===== config.mk =====
export PLATFORM = sky130hd
export DESIGN_NAME = pool2d_stream
export DESIGN_NICKNAME = d
export VERILOG_FILES = /design/src/rtl/pool_pkg.sv /design/src/rtl/pool_line_buf.sv /design/src/rtl/pool2d_stream.sv
export SDC_FILE = /design/constraint.sdc
export NUM_CORES = 1
export LEC_CHECK = 0
export CORE_MARGIN = 2
export CORE_UTILIZATION = 48
export DETAILED_ROUTE_END_ITERATION = 6
export PLACE_DENSITY_LB_ADDON = 0.2
export REMOVE_ABC_BUFFERS = 1
export SYNTH_ARGS = -nofsm -noshare
export SYNTH_HDL_FRONTEND = slang
export SYNTH_SLANG_ARGS = --single-unit

===== constraint.sdc =====
create_clock -name clk -period 7.5 [get_ports clk]
set_input_delay 1.5 -clock clk [delete_from_list [all_inputs] [get_ports clk]]
set_output_delay 1.5 -clock clk [all_outputs]
set_load 0.02 [all_outputs]

===== src/rtl/pool_pkg.sv =====
// Shared constants and helpers for the 2x2 stride-2 pooling stage.
package pool_pkg;

  localparam logic MODE_AVG = 1'b0;
  localparam logic MODE_MAX = 1'b1;

  // Widest operand pool_max accepts; callers sign-extend into it and truncate back.
  localparam int MAX_W = 64;

  function automatic logic signed [MAX_W-1:0] pool_max(
    input logic signed [MAX_W-1:0] a,
    input logic signed [MAX_W-1:0] b
  );
    return (a > b) ? a : b;
  endfunction

  // Counter/address width for a range of n values, never narrower than 1 bit.
  function automatic int cnt_w(input int n);
    return (n > 1) ? $clog2(n) : 1;
  endfunction

endpackage


===== src/rtl/pool_line_buf.sv =====
// Half-width line buffer: one write port, one asynchronous read port.
module pool_line_buf #(
  parameter int DEPTH = 12,
  parameter int WIDTH = 34,
  parameter int AW    = 4
) (
  input  logic             clk,
  input  logic             we_i,
  input  logic [AW-1:0]    waddr_i,
  input  logic [WIDTH-1:0] wdata_i,
  input  logic [AW-1:0]    raddr_i,
  output logic [WIDTH-1:0] rdata_o
);

  logic [WIDTH-1:0] mem_q [DEPTH];

  // NOTE: the array has no reset so it can map onto RAM primitives; its contents are don't-care after reset.
  always_ff @(posedge clk) begin
    if (we_i) begin
      mem_q[waddr_i] <= wdata_i;
    end
  end

  assign rdata_o = mem_q[raddr_i];

endmodule


===== src/rtl/pool2d_stream.sv =====
// Streaming 2x2 stride-2 average/max pooling over a raster-order pixel stream.
module pool2d_stream
  import pool_pkg::*;
#(
  parameter int DATA_W = 33,
  parameter int IMG_W  = 24,
  parameter int IMG_H  = 24
) (
  input  logic                     clk,
  input  logic                     rst,
  input  logic                     mode,
  input  logic                     in_valid,
  input  logic signed [DATA_W-1:0] in_data,
  output logic                     out_valid,
  output logic signed [DATA_W-1:0] out_data,
  output logic                     out_row_last,
  output logic                     frame_done
);

  localparam int COL_W = cnt_w(IMG_W);
  localparam int ROW_W = cnt_w(IMG_H);
  localparam int HW    = DATA_W + 1;
  localparam int SW    = DATA_W + 2;
  localparam int DEPTH = IMG_W / 2;
  localparam int AW    = cnt_w(DEPTH);

  generate
    if (IMG_W < 2 || (IMG_W % 2) != 0 || IMG_H < 2 || (IMG_H % 2) != 0) begin : g_bad_size
      $error("pool2d_stream: IMG_W and IMG_H must be even and >= 2");
    end
    if (SW > MAX_W) begin : g_bad_width
      $error("pool2d_stream: DATA_W too wide for pool_max");
    end
  endgenerate

  logic [COL_W-1:0]        col_q, col_d;
  logic [ROW_W-1:0]        row_q, row_d;
  logic                    mode_q, mode_d;
  logic signed [DATA_W-1:0] even_q, even_d;
  logic                    out_valid_q, out_valid_d;
  logic signed [DATA_W-1:0] out_data_q, out_data_d;
  logic                    out_row_last_q, out_row_last_d;
  logic                    frame_done_q, frame_done_d;

  logic                    col_last, row_last, frame_start;
  logic signed [HW-1:0]    h_sum, h_max, h;
  logic signed [HW-1:0]    lb_rdata;
  logic signed [SW-1:0]    win_sum;
  logic signed [DATA_W-1:0] win_avg, win_max;
  logic                    lb_we;
  logic [AW-1:0]           lb_addr;

  assign lb_addr = AW'(col_q >> 1);

  pool_line_buf #(
    .DEPTH (DEPTH),
    .WIDTH (HW),
    .AW    (AW)
  ) u_line_buf (
    .clk     (clk),
    .we_i    (lb_we),
    .waddr_i (lb_addr),
    .wdata_i (h),
    .raddr_i (lb_addr),
    .rdata_o (lb_rdata)
  );

  // Horizontal pair (held even-col pixel + current pixel) and the vertical combine with the buffered row.
  always_comb begin
    h_sum   = HW'(even_q) + HW'(in_data);
    h_max   = HW'(pool_max(MAX_W'(even_q), MAX_W'(in_data)));
    h       = (mode_q == MODE_MAX) ? h_max : h_sum;
    win_sum = SW'(lb_rdata) + SW'(h);
    win_avg = DATA_W'(win_sum >>> 2);
    win_max = DATA_W'(pool_max(MAX_W'(lb_rdata), MAX_W'(h)));
  end

  always_comb begin
    col_last    = (col_q == COL_W'(IMG_W - 1));
    row_last    = (row_q == ROW_W'(IMG_H - 1));
    frame_start = (col_q == '0) && (row_q == '0);

    // NOTE: every signal gets a default before any branch so no latch is inferred.
    col_d          = col_q;
    row_d          = row_q;
    mode_d         = mode_q;
    even_d         = even_q;
    out_valid_d    = 1'b0;
    out_data_d     = out_data_q;
    out_row_last_d = 1'b0;
    frame_done_d   = 1'b0;
    lb_we          = 1'b0;

    if (in_valid) begin
      if (frame_start) begin
        mode_d = mode;
      end

      if (!col_q[0]) begin
        even_d = in_data;
      end else if (!row_q[0]) begin
        lb_we = 1'b1;
      end else begin
        out_valid_d    = 1'b1;
        out_data_d     = (mode_q == MODE_MAX) ? win_max : win_avg;
        out_row_last_d = col_last;
        frame_done_d   = col_last && row_last;
      end

      if (col_last) begin
        col_d = '0;
        row_d = row_last ? '0 : row_q + 1'b1;
      end else begin
        col_d = col_q + 1'b1;
      end
    end
  end

  // NOTE: sequential state uses non-blocking assignments only; next-state math stays in always_comb.
  always_ff @(posedge clk) begin
    if (rst) begin
      col_q          <= '0;
      row_q          <= '0;
      mode_q         <= MODE_AVG;
      even_q         <= '0;
      out_valid_q    <= 1'b0;
      out_data_q     <= '0;
      out_row_last_q <= 1'b0;
      frame_done_q   <= 1'b0;
    end else begin
      col_q          <= col_d;
      row_q          <= row_d;
      mode_q         <= mode_d;
      even_q         <= even_d;
      out_valid_q    <= out_valid_d;
      out_data_q     <= out_data_d;
      out_row_last_q <= out_row_last_d;
      frame_done_q   <= frame_done_d;
    end
  end

  assign out_valid    = out_valid_q;
  assign out_data     = out_data_q;
  assign out_row_last = out_row_last_q;
  assign frame_done   = frame_done_q;

endmodule

Yosys cells after proc, flatten, opt, wreduce, memory -nomap -nowiden
Memory sizes are Yosys's and may differ from the RTL's. A register that Yosys moved wholly into a read port is not among the register bits.
Cells that the tools add are included.
{"block": "totals", "memories": 1, "out_inout_bits": 36, "word_cells": 44, "ramBits": 408, "regBits": 80, "input_bits": 37}
{"memory": "u_line_buf.mem_q", "depth": 12, "width": 34, "rd": 1, "rd_clocked_by_memory_dff": 1, "write_ports": 1, "line_no": "pool_line_buf.sv:15", "rtl": "logic [WIDTH-1:0] mem_q [DEPTH];"}
{"block": "classes", "n_lt_le_gt_ge": 2, "n_eq_ne": 2, "muxes": 14, "n_reduce_logical": 10, "addsub": 4, "n_bitwise": 3}
{"cell": "two-way mux 34 bit", "n": 2}
{"cell": "two-way mux 33 bit", "n": 2}
{"cell": "adder 34 x 34 -> 35 bit", "n": 1}
{"cell": "adder 33 x 33 -> 34 bit", "n": 1}
{"cell": "greater-than comparator 34 bit", "n": 1}
{"cell": "greater-than comparator 33 bit", "n": 1}
{"cell": "adder 5 x 1 -> 5 bit (second input constant)", "n": 2}
{"cell": "equality test 5 bit (second input constant)", "n": 2}
{"cell": "zero test 5 bit", "n": 2}
{"cell": "two-way mux 5 bit", "n": 2}
{"cell": "two-way mux 4 bit", "n": 2}
{"cell": "two-way mux 1 bit", "n": 6}
{"cell": "AND reduction 2 bit", "n": 3}
{"cell": "OR reduction 4 bit", "n": 1}
{"cell": "NOT 1 bit", "n": 3}
{"cell": "AND reduction 3 bit", "n": 1}
{"cell": "OR reduction 3 bit", "n": 1}
{"cell": "logical AND 1 bit", "n": 2}

Logic depth before layout (Yosys ltp)
{"block": "logic_depth", "depth_word": 6, "depth_mapped": 26, "ltp_nobuf": 22}

Hierarchy
From an unflattened synthesis, not the netlist that was laid out.
{"block": "unflattened", "cells_unflattened": 1890, "hier_area_um2": 24618.6}
{"module": "pool_line_buf", "n_inst": 1, "seq_area_each_um2": 12251.8, "cells_each": 671, "area_each_um2": 15403.5}
{"module": "pool2d_stream", "n_inst": 1, "seq_area_each_um2": 1601.5, "cells_each": 1219, "area_each_um2": 9215.1}

Worst setup path after synthesis
Ideal clock, no wire load.
{"block": "synth_timing", "path_kind": "input to register", "start": "in in_data[24]", "end": "reg out_data_q[31] (netlist: out_data[31])", "slack_ns": 0.852, "t_arrival_ns": 6.529, "n_path_buf": 2, "setup_ns": 0.120, "t_required_ns": 7.380, "stages": 22, "path_cell_list": "inv_1 > ha_1 > buf_2 > nand4_2 > nor4_2 > nand2_1 > o21ai_2 > nor3_2 > a211oi_2 > buf_2 > mux2i_1 > mux2i_1 > ha_1 > nor2b_1 > o311a_1 > nor2_1 > o41a_1 > o31ai_4 > a31oi_1 > o21ai_0 > o21ai_0 > o31a_1"}
{"block": "synth_between", "elab_chain_len": 6, "word_cells_on_any_way": 8, "cone_classes": "2 x add/sub; 2 x order compare; 4 x mux"}
{"element": "from (decl)", "line_no": "pool2d_stream.sv:13", "rtl": "input logic signed [DATA_W-1:0] in_data,"}
{"element": "greater-than comparator 33 bit *", "line_no": "pool_pkg.sv:14", "rtl": "return (a > b) ? a : b;"}
{"element": "two-way mux 34 bit *", "line_no": "pool_pkg.sv:14"}
{"element": "two-way mux 34 bit *", "line_no": "pool2d_stream.sv:72", "rtl": "h = (mode_q == MODE_MAX) ? h_max : h_sum;"}
{"element": "net h[0]", "line_no": "pool2d_stream.sv:46", "rtl": "logic signed [HW-1:0] h_sum, h_max, h;"}
{"element": "greater-than comparator 34 bit", "line_no": "pool_pkg.sv:14"}
{"element": "two-way mux 33 bit", "line_no": "pool_pkg.sv:14"}
{"element": "two-way mux 33 bit *", "line_no": "pool2d_stream.sv:105", "rtl": "out_data_d = (mode_q == MODE_MAX) ? win_max : win_avg;"}
{"element": "to (signal assigned)", "line_no": "pool2d_stream.sv:136", "rtl": "out_data_q <= out_data_d;"}
{"element": "to (decl)", "line_no": "pool2d_stream.sv:41", "rtl": "logic signed [DATA_W-1:0] out_data_q, out_data_d;"}
The timed path passes the listed nets; every way through them passes the cells marked *.
A chain may end at the register's enable or synchronous reset.

Worst setup path in the final report
{"block": "layout_timing", "start": "in in_data[0]", "end": "reg out_data_q[0] (netlist: out_data[0])"}
{"block": "layout_between", "elab_chain_len": 6, "word_cells_on_any_way": 8, "cone_classes": "2 x add/sub; 2 x order compare; 4 x mux"}
{"element": "greater-than comparator 33 bit", "line_no": "pool_pkg.sv:14"}
{"element": "two-way mux 34 bit", "line_no": "pool_pkg.sv:14"}
{"element": "two-way mux 34 bit *", "line_no": "pool2d_stream.sv:72"}
{"element": "net h[26]", "line_no": "pool2d_stream.sv:46"}
{"element": "greater-than comparator 34 bit *", "line_no": "pool_pkg.sv:14"}
{"element": "two-way mux 33 bit *", "line_no": "pool_pkg.sv:14"}
{"element": "two-way mux 33 bit *", "line_no": "pool2d_stream.sv:105"}
Marked as above.

==> out/results.ini <==
[status]
outcome=complete, no violations

[detailed_routing]
firstDrtPassIters=5
post_drt_wl_per_cell_um=24.5
drc_errors=0
vias=17837
antenna_left=0
drt_iter0_drc=1435
wirelength_um=72800
viasPerCell=5.99

[power]
irDropWorstVdd_uv=188
power.leakage_nw=10.6
power_mw=7.31
power_density_mw_per_mm2=246

[logic_synthesis]
syn_area_per_cell_um2=12.4
synthTopCellsByCount=edfxtp_1, nand2_1, a21oi_1
synthCells=2055
async_flop_share=0
synth_top_area_frac=0.480
synth.most_common_cell=edfxtp_1
synth.cell_area_mm2=0.0255
synth_edf_count=408
synth.distinct_cells=92
synth_top_area_cell=edfxtp_1
seq_area_frac_synth=0.546
ys_seq_elements=492
ys_top_cells_by_area=edfxtp_1, mux4_2, ha_1
synthFlopType=edfxtp_1
ys_warn_count=0

[final_layout]
drive_gt1_frac=0.181
num_antenna_cells=0
synthToLayoutAreaGrowth_pct=16.5
nets=2425

[clock_network]
post_cts_buffers=0
path_clk_slew_ns=0.07
cts_root_buf=clkbuf_16
holdBufCountCts=0
clkSinkCount=492
ctsResizeCount=0
clkLatencyLatePin_ns=0.61
clockBufferDepth=3
tritoncts=built
htreeDepth=2
cts_made_buffers=52

[critical_path]
cp-end-kind=register
critPathMaxFanout=6
crit_type=in2reg
worst_ep_required_time_ns=7.96
critPathArrivalTime_ns=7.64
worstSetupStartpointType=input pin
reg2reg_slack_ns=1.33

[global_route]
grtUsageTotal=0.269
grt_pass1_wl_um=110000
antenna_found_initial=1
grt_max_degree=69
grt_overflow=0
grt_pass1_vias=17991

[timing]
max_freq_mhz=139
min_period_ns=7.18
hold_viol=0
finalSetupTns_ns=0
drv_slew=0
max_slew_margin=0.275
setup_viol=0
layout_worst_path_cycle_share=0.958
clock_skew_ns=0.0314
rsz0062_at_grt=false
worst_slew_pin_slew_ns=1.09

[run]
cap_violations=0

[die]
die_w_um=235
start_util=0.486
die_h_um=235
pin_count=73
dieArea_mm2=0.0550
num_rows=84
design.core.area_mm2=0.0526

[place]
io_buffer_count=72
hpwl_um=50000
place_congestion=0.940

[min_path]
hp-class=reg2reg

through the flow:
stage | cells | setup slack [ns] | hold slack [ns] | util | instance area [um^2]
final | 2976 | 0.319 | 0.492 | 0.565 | 29700
after global routing | 2976 | 0.0778 | 0.518 | 0.565 | 29700
after CTS | 2976 | 0.442 | 0.503 | 0.565 | 29700
after detailed placement | 2882 | -0.128 | 0.494 | 0.535 | 28100
after global placement | 2882 | -0.213 | 0.477 | 0.535 | 28100
after floorplan | 1941 | -0.926 | 0.459 | - | 25000
final cells by class:
cell class              instances  area, um^2
repair buffers                253        2100
clock buffers                  66        1380
well taps                     688         861
multi-input cells            1346       10800
clock inverters                28         230
flip-flops and latches        492       13900
inverters                     103         387
fillers                      4402       22800
sequential cells by signal, indices dropped and copies added, names as in the netlist, named ones only:
register and flops:
col_q 5, row_q 5, out_data 33, frame_done 1
u_line_buf.mem_q 408, out_row_last 1, out_valid 1, mode_q 1
even_q 33
cell families (layout without fill, tap and decap cells):
family                     count (synthesis)  after routing  share of synthesized area
and+or+nand+nor                          521            521                     0.0963
DFF                                      492            492                      0.546
AOI/OAI and AO/OA                        456            456                      0.117
buffers and inverters                    217            450                     0.0335
muxes                                    174            174                      0.119
adders and majority gates                140            140                     0.0689
xor gates and xnor gates                  55             55                     0.0189
where the power goes:
group	internal (mW)	total (mW)	switching, mW
sequential	3.11	3.14	0.0334
combinational	0.683	1.70	1.01
clock	1.40	2.46	1.06
total	5.19	7.31	2.11
layer usage:
| layer | vias to the layer above | part of all wire | track usage |
|---|---|---|---|
| li1 | 8223 | - | - |
| met1 | 8860 | 0.44 | 0.382 |
| met2 | 635 | 0.46 | 0.430 |
| met3 | 117 | 0.069 | 0.0411 |
| met4 | 2 | 0.029 | 0.0818 |
| met5 | - | 0.00018 | 0 |
final timing paths:
check / startpoint / depth (start not counted) / endpoint
min reg2reg: out_data[10] / 2 / out_data[10]
max reg2reg: even_q[0] / 23 / out_data[0]
max: in_data[0] / 24 / out_data[0]
min: out_data[10] / 2 / out_data[10]
worst max-delay path: stages:
cell             delay, ns
clkdlybuf4s50_1       0.50
ha_1                  0.19
inv_1                 0.06
fa_1                  0.41
o21ba_2               0.24
o311ai_1              0.28
a21o_1                0.25
a2111oi_1             0.15
o311a_1               0.40
o21a_1                0.24
o41ai_1               0.54
xor2_1                0.18
o21ai_0               0.32
ha_1                  0.31
nor2b_1               0.12
nand4_1               0.30
nor3_1                0.30
a22o_1                0.19
a21oi_1               0.05
buf_4                 0.14
and3_1                0.39
buf_4                 0.27
a222oi_1              0.23
o21ai_1               0.11
placed cells by master (no fill, tap or decap), types with 11 or more instances in the layout:
| master | synthesis | layout |
|---|---|---|
| edfxtp_1 | 408 | 408 |
| inv_1 | 102 | 101 |
| mux2i_1 | 59 | 59 |
| a21o_1 | 25 | 25 |
| ha_1 | 139 | 138 |
| o21bai_1 | 17 | 17 |
| nand4_1 | 12 | 12 |
| a22o_1 | 11 | 11 |
| o22ai_1 | 27 | 27 |
| clkbuf_16 | 0 | 53 |
| nor2_1 | 125 | 119 |
| clkbuf_1 | 77 | 13 |
| buf_4 | 0 | 179 |
| nand2_1 | 196 | 195 |
| or3_1 | 13 | 13 |
| a21oi_1 | 147 | 147 |
| xnor2_1 | 39 | 39 |
| o211ai_1 | 15 | 15 |
| nand2b_1 | 17 | 17 |
| nor4_1 | 17 | 15 |
| a211oi_1 | 12 | 12 |
| dfxtp_1 | 84 | 79 |
| mux4_2 | 102 | 102 |
| nor3_1 | 44 | 40 |
| mux2_2 | 12 | 12 |
| xor2_1 | 16 | 16 |
| o21ai_0 | 74 | 74 |
| nor2b_1 | 14 | 13 |
| nand3_1 | 30 | 30 |
| clkdlybuf4s50_1 | 0 | 71 |
No activity file was read; power rests on OpenSTA's default activity.
